<file path="config.mk">
export PLATFORM = sky130hd
export DESIGN_NAME = volume_ctrl
export DESIGN_NICKNAME = d
export VERILOG_FILES = /design/src/rtl/audio_pkg.sv /design/src/rtl/key_debounce.sv /design/src/rtl/volume_ctrl.sv
export SDC_FILE = /design/constraint.sdc
export NUM_CORES = 1
export LEC_CHECK = 0
export CORE_AREA = 4 4 94 96
export CTS_BUF_LIST = sky130_fd_sc_hd__clkbuf_2 sky130_fd_sc_hd__clkbuf_4 sky130_fd_sc_hd__clkbuf_8
export DETAILED_ROUTE_END_ITERATION = 10
export DIE_AREA = 0 0 98 100
export PLACE_DENSITY = 0.73
export SYNTH_ARGS = -nofsm -noshare
export SYNTH_HDL_FRONTEND = slang
export SYNTH_SLANG_ARGS = --single-unit
</file>
<file path="constraint.sdc">
create_clock -name clk -period 1.85 [get_ports clk]
set_clock_uncertainty 0.2 [all_clocks]
set_input_delay 0.4625 -clock clk [delete_from_list [all_inputs] [get_ports clk]]
set_output_delay 0.4625 -clock clk [all_outputs]
set_load 0.005 [all_outputs]
</file>
<file path="src/rtl/audio_pkg.sv">
// Shared audio constants and helpers used by the volume stage and the music generator.
package audio_pkg;

  localparam int LEVEL_W   = 3;
  localparam int LEVEL_MAX = 7;

  // Duck FSM encoding.
  typedef enum logic {
    DK_IDLE = 1'b0,
    DK_DUCK = 1'b1
  } duck_state_e;

  // Milliseconds to clock cycles. Evaluated at elaboration only.
  function automatic int ms_to_cyc(input int clk_hz, input int ms);
    return (clk_hz / 1000) * ms;
  endfunction

endpackage

</file>
<file path="src/rtl/key_debounce.sv">
// Raw active-low key -> 2-FF sync -> debounced state -> one-cycle press pulse.
// A key already held when reset releases is ignored until it has been seen
// released, so reset never produces a press.
module key_debounce #(
  parameter int DB_CYC = 20
) (
  input  logic clk_i,
  input  logic rst_ni,
  input  logic key_n_i,
  output logic press_o
);

  // Counter holds 0..DB_CYC-1.
  localparam int CNT_W = (DB_CYC > 1) ? $clog2(DB_CYC) : 1;
  localparam logic [CNT_W-1:0] CNT_LAST = CNT_W'(DB_CYC - 1);

  logic [1:0]       sync_q;
  logic [1:0]       warm_q;
  logic             armed_q;
  logic             db_q, db_d1_q;
  logic [CNT_W-1:0] cnt_q;
  logic             press_q;

  // Synchronizer (idle = released) plus a warm-up marker for when its output is real data.
  always_ff @(posedge clk_i or negedge rst_ni) begin
    if (!rst_ni) begin
      sync_q <= 2'b11;
      warm_q <= 2'b00;
    end else begin
      sync_q <= {sync_q[0], key_n_i};
      warm_q <= {warm_q[0], 1'b1};
    end
  end

  // Arm only after a genuine released sample has come through the synchronizer.
  always_ff @(posedge clk_i or negedge rst_ni) begin
    if (!rst_ni) armed_q <= 1'b0;
    else         armed_q <= armed_q | (warm_q[1] & sync_q[1]);
  end

  // Debounce: accept a change only after it has held for DB_CYC cycles.
  always_ff @(posedge clk_i or negedge rst_ni) begin
    if (!rst_ni) begin
      db_q  <= 1'b1;
      cnt_q <= '0;
    end else if (sync_q[1] == db_q) begin
      cnt_q <= '0;
    end else if (cnt_q == CNT_LAST) begin
      db_q  <= sync_q[1];
      cnt_q <= '0;
    end else begin
      cnt_q <= cnt_q + 1'b1;
    end
  end

  // Registered pulse on a debounced 1->0 (press) edge only.
  always_ff @(posedge clk_i or negedge rst_ni) begin
    if (!rst_ni) begin
      db_d1_q <= 1'b1;
      press_q <= 1'b0;
    end else begin
      db_d1_q <= db_q;
      press_q <= armed_q & db_d1_q & ~db_q;
    end
  end

  assign press_o = press_q;

endmodule

</file>
<file path="src/rtl/volume_ctrl.sv">
// Player volume stage: debounced up/down keys, mute switch and timed half-volume duck
// feeding the music generator's registered level input.
module volume_ctrl
  import audio_pkg::*;
#(
  parameter int CLK_HZ        = 50_000_000,
  parameter int DEBOUNCE_MS   = 20,
  parameter int DUCK_MS       = 500,
  parameter int DEFAULT_LEVEL = 3
) (
  input  logic               clk,
  input  logic               rst,
  input  logic               btn_up_n,
  input  logic               btn_dn_n,
  input  logic               sw_mute,
  input  logic               duck_req,
  output logic [LEVEL_W-1:0] level,
  output logic               muted,
  output logic               ducking
);

  localparam int DB_CYC   = ms_to_cyc(CLK_HZ, DEBOUNCE_MS);
  localparam int DUCK_CYC = ms_to_cyc(CLK_HZ, DUCK_MS) - 1;
  localparam int TMR_W    = (DUCK_CYC > 0) ? $clog2(DUCK_CYC + 1) : 1;

  localparam logic [TMR_W-1:0]   TMR_LOAD = TMR_W'(DUCK_CYC);
  localparam logic [LEVEL_W-1:0] VOL_MAX  = LEVEL_W'(LEVEL_MAX);
  localparam logic [LEVEL_W-1:0] VOL_RST  = LEVEL_W'(DEFAULT_LEVEL);

  logic               up_p, dn_p;
  logic [1:0]         mute_sync_q;
  logic [LEVEL_W-1:0] vol_q, vol_d;
  duck_state_e        dk_state_q;
  logic [TMR_W-1:0]   tmr_q;
  logic               ducking_q, muted_q;
  logic [LEVEL_W-1:0] level_q;

  key_debounce #(.DB_CYC(DB_CYC)) u_key_up (
    .clk_i(clk), .rst_ni(rst), .key_n_i(btn_up_n), .press_o(up_p)
  );

  key_debounce #(.DB_CYC(DB_CYC)) u_key_dn (
    .clk_i(clk), .rst_ni(rst), .key_n_i(btn_dn_n), .press_o(dn_p)
  );

  // Mute switch synchronizer (idle = unmuted).
  always_ff @(posedge clk or negedge rst) begin
    if (!rst) mute_sync_q <= 2'b00;
    else      mute_sync_q <= {mute_sync_q[0], sw_mute};
  end

  // Saturating volume step; simultaneous up and down cancel.
  always_comb begin
    vol_d = vol_q;
    if (up_p && !dn_p && vol_q != VOL_MAX)    vol_d = vol_q + 1'b1;
    else if (dn_p && !up_p && vol_q != '0)    vol_d = vol_q - 1'b1;
  end

  // Volume register keeps tracking keys while muted or ducking.
  always_ff @(posedge clk or negedge rst) begin
    if (!rst) vol_q <= VOL_RST;
    else      vol_q <= vol_d;
  end

  // Duck FSM: retriggerable one-shot with registered ducking flag.
  always_ff @(posedge clk or negedge rst) begin
    if (!rst) begin
      dk_state_q <= DK_IDLE;
      tmr_q      <= '0;
      ducking_q  <= 1'b0;
    end else begin
      case (dk_state_q)
        DK_IDLE: begin
          if (duck_req) begin
            tmr_q      <= TMR_LOAD;
            dk_state_q <= DK_DUCK;
            ducking_q  <= 1'b1;
          end
        end
        DK_DUCK: begin
          if (duck_req) begin
            tmr_q <= TMR_LOAD;
          end else if (tmr_q == '0) begin
            dk_state_q <= DK_IDLE;
            ducking_q  <= 1'b0;
          end else begin
            tmr_q <= tmr_q - 1'b1;
          end
        end
        default: begin
          dk_state_q <= DK_IDLE;
          ducking_q  <= 1'b0;
        end
      endcase
    end
  end

  // Output register: mute beats duck beats plain volume. Mute uses the synced
  // switch directly so level and muted change on the same edge.
  always_ff @(posedge clk or negedge rst) begin
    if (!rst) begin
      level_q <= VOL_RST;
      muted_q <= 1'b0;
    end else begin
      muted_q <= mute_sync_q[1];
      if (mute_sync_q[1]) level_q <= '0;
      else if (ducking_q) level_q <= vol_q >> 1;
      else                level_q <= vol_q;
    end
  end

  assign level   = level_q;
  assign muted   = muted_q;
  assign ducking = ducking_q;

endmodule

</file>
==> parameters.txt <==
Parameter                              Value

Floorplan
  Chip height    about 100 µm
  Initial cell density of the core    between 50% and 60%
  Standard-cell rows    33
  Horizontal die dimension    approximately 98 µm
  Io pins    11
  Floorplan Core Area    about 8100 µm²
  Area of the die    about 9800 µm²

Detailed routing
  Mean number of vias per cell    between 5 and 6
  Drt wl/cell    approximately 16 µm
  Aggregate routed wire length    10.1 mm
  Antenna Violating Nets Remaining    0
  Post-route DRC    0
  First DRT Iteration DRCs    206
  Drt pass-1 iters    5
  Via count    around 3.5k

CTS
  Clock latency reported for the late side of the worst-skew pair    ~0.37 ns
  Clock Sink Count    90
  # H-tree levels    3
  Max Buffers Root-to-Sink    2
  Root buffer selected by CTS    sky130_fd_sc_hd__clkbuf_8
  TritonCTS clock tree    yes
  CTS clock-pin slew for the worst setup and hold paths    roughly 0.10 ns
  Cts bufs inserted    9

Global route
  Number of global-route vias before repair    ~3.5k
  Overflow left after global routing    0
  Overall Global Routing Usage    20.2%
  Antenna violations before repair    0
  Pin count of the biggest net entering global routing    32
  First-pass GRT wire length    around 16 mm

Setup path
  Buffer and inverter count on the worst path    0
  Delay of the slowest cell on the worst path    between 0.4 and 0.5 ns
  Register-to-register path setup slack    -0.26 ns
  Origin of the worst setup path    tmr_q[13]
  Worst flop-to-flop path startpoint    tmr_q[13]
  Data required time of the critical path    1.95 ns
  Crit path max fanout    5
  Data arrival time at the worst-slack endpoint    between 2 and 2.5 ns
  Cell type of the slowest stage on the worst timing path    sky130_fd_sc_hd__dfrtp_1
  Worst R2R End    tmr_q[21]
  CP startpoint kind    flop
  Critical Path End Type    flop
  Capture point of the worst path    tmr_q[21]
  Logic depth of the worst setup path including buffers    5
  Dominant delay contributor by cell family on the critical path    simple AND/OR/NAND/NOR gates
  Start-to-end type of the worst setup path    reg2reg
  Reg2Reg Depth    5
  Cell breakdown of the critical path    nor3_1 -> and4_2 -> nand4_4 -> or4_4 -> nand3_1

Layout
  Layout overhead on the synthesized area    31.0%
  Area used by multi-input combinational logic    around 2200 µm²
  Ant. Diodes    0
  Filler cell count    roughly 570
  Most used cells in the layout excluding fill and tap cells    sky130_fd_sc_hd__buf_4, sky130_fd_sc_hd__dfrtp_1, sky130_fd_sc_hd__nor2_1, sky130_fd_sc_hd__xor2_1, sky130_fd_sc_hd__nand2_1
  Commonest non-fill, non-tap cell in the layout    sky130_fd_sc_hd__buf_4
  Register area    approximately 2300 µm²
  Share of cells above drive strength 1    ~32%
  Final Core Density    a little over two thirds
  # nets final    529

Logic synthesis
  Average cell area after synthesis    about 10 µm²
  Number of enable flip-flop cells after synthesis    0
  Top cell type's share of synthesized area    a little under half
  Number of nets produced by synthesis    between 400 and 500
  Number of library cell types mapped by synthesis    48
  Mapped Area    approximately 4300 µm²
  Post-synthesis cell type with the largest combined area    sky130_fd_sc_hd__dfrtp_1
  Ys Warns    0
  Async set or reset register ratio after synthesis    between 90% and 100%
  Primary flip-flop cell chosen by synthesis mapping    sky130_fd_sc_hd__dfrtp_1
  Synthesized netlist cell count    426
  Proportion of synthesized chip area in sequential cells    between 50% and 60%
  Top area cells in the synthesized netlist    sky130_fd_sc_hd__dfrtp_1, sky130_fd_sc_hd__dfstp_2, sky130_fd_sc_hd__xor2_1
  Flop and latch count out of synthesis    90

Job
  Number of maximum-capacitance constraint violations    0

Power
  Max IR drop VDD    ~380 µV
  Power density normalized to cell area    around 640 nW/µm²
  Cell leakage power    roughly 2.3 nW

Place
  Post-Place Setup Slack    -0.180 ns
  Buffers added on ports    10
  Final Wtd Congestion    roughly 0.89
  HPWL Detailed    5.96 mm

Outcome
  Violations in the final reports    negative setup slack
  Outcome    finished, violations left

Timing
  Minimum clock period    ~2.1 ns
  Fin. max-slew vios    0
  Min setup slack post-route    -0.262 ns
  Max Clk Rate    0.474 GHz
  RSZ-0062 raised after global routing    yes
  Final count of hold timing violations    0
  Final period util    114%
  Final Setup Violations    28

Worst hold path
  HP Class    reg2reg
==> power by group <==
| group | leakage (nW) | switching [W] | internal (W) |
|---|---|---|---|
| clock network | 0.0921 | 0.000743 | 0.000633 |
| logic | 1.13 | 0.000107 | 0.0000864 |
| registers | 1.09 | 0.0000221 | 0.00200 |
==> how the worst min path moves through the flow <==
stage	from	end	cells past startpoint
after floorplan	rst	dk_state_q	0
after global placement	mute_sync_q[0]	mute_sync_q[1]	0
after detailed placement	u_key_dn.warm_q[0]	u_key_dn.warm_q[1]	0
after CTS	u_key_dn.warm_q[0]	u_key_dn.warm_q[1]	0
after global routing	u_key_dn.warm_q[0]	u_key_dn.warm_q[1]	0
final	u_key_dn.warm_q[0]	u_key_dn.warm_q[1]	0
==> registers in the layout, summed over array words and instances (netlist names), 2 cells and up <==
| name | flops |
|---|---|
| tmr_q | 25 |
| u_key_up.cnt_q | 20 |
| u_key_dn.sync_q | 2 |
| u_key_dn.cnt_q | 20 |
| level | 3 |
| u_key_dn.warm_q | 2 |
| mute_sync_q | 2 |
| vol_q | 3 |
| u_key_up.sync_q | 2 |
==> cells in the mapped netlist, types with 4 or more instances <==
library cell,count
sky130_fd_sc_hd__dfrtp_1,78
sky130_fd_sc_hd__inv_1,6
sky130_fd_sc_hd__nor4_1,13
sky130_fd_sc_hd__nand4_1,17
sky130_fd_sc_hd__mux2i_1,4
sky130_fd_sc_hd__xor2_1,34
sky130_fd_sc_hd__and3_1,12
sky130_fd_sc_hd__nor2_1,70
sky130_fd_sc_hd__a21oi_1,12
sky130_fd_sc_hd__and4_1,5
sky130_fd_sc_hd__ha_1,4
sky130_fd_sc_hd__o21ai_0,8
sky130_fd_sc_hd__dfstp_2,12
sky130_fd_sc_hd__clkbuf_1,10
sky130_fd_sc_hd__nand2_1,37
sky130_fd_sc_hd__xnor2_1,23
sky130_fd_sc_hd__nand3_1,26
sky130_fd_sc_hd__nor3_1,11
==> kinds of logic after synthesis <==
kind of cell / count (synthesis) / synth area share, %
AND/OR/NAND/NOR: 215 / 26.0
flip-flops: 90 / 52.8
XOR/XNOR: 57 / 11.6
AO/OA/AOI/OAI: 31 / 4.28
buffers and inverters: 21 / 2.10
multiplexers: 6 / 1.46
adder cells (fa/ha/maj): 5 / 1.63
other: 1 / 0.0873
==> metal layers <==
metal | track usage, % | routed length (µm) | vias to the layer above
li1 | - | - | 1649
met1 | 25.9 | 4200 | 1743
met2 | 33.0 | 5050 | 113
met3 | 4.03 | 543 | 26
met4 | 9.58 | 257 | 0
met5 | 0 | 0 | -
==> worst register-to-register path: stages, from the launching register on <==
cell and delay, ns:
sky130_fd_sc_hd__dfrtp_1 0.43, sky130_fd_sc_hd__nor3_1 0.37, sky130_fd_sc_hd__and4_2 0.38, sky130_fd_sc_hd__nand4_4 0.14, sky130_fd_sc_hd__or4_4 0.43, sky130_fd_sc_hd__nand3_1 0.10
==> timing repair <==
action                     in CTS  in global routing
setup endpoints to repair      34                 51
buffers inserted               10                 12
hold endpoints to repair       23                  0
hold buffers                    1                  0
resized for setup              36                 30
pin swaps                      11                 22
==> cell type report <==
cell class	count	area share [%]
Sequential cell	90	40.4
Timing Repair Buffer	95	14.0
Clock inverter	7	1.40
Inverter	7	0.467
Multi-Input combinational cell	315	39.2
Clock buffer	9	2.20
Tap cell	105	2.34
==> per-stage QoR <==
step                      setup TNS [ns]  total power [W]  instances  hold WS, ns  cell area [µm²]
after CTS                          -1.07          0.00361        616        0.155             5410
after floorplan                   -0.198          0.00211        426      -0.0331             4340
after detailed placement           -2.01          0.00222        589        0.136             4990
final                              -4.04          0.00359        628        0.154             5620
after global placement            -0.905          0.00222        589        0.133             4990
after global routing               -6.29          0.00373        628        0.166             5620
No activity file was read; power rests on OpenSTA's default activity.
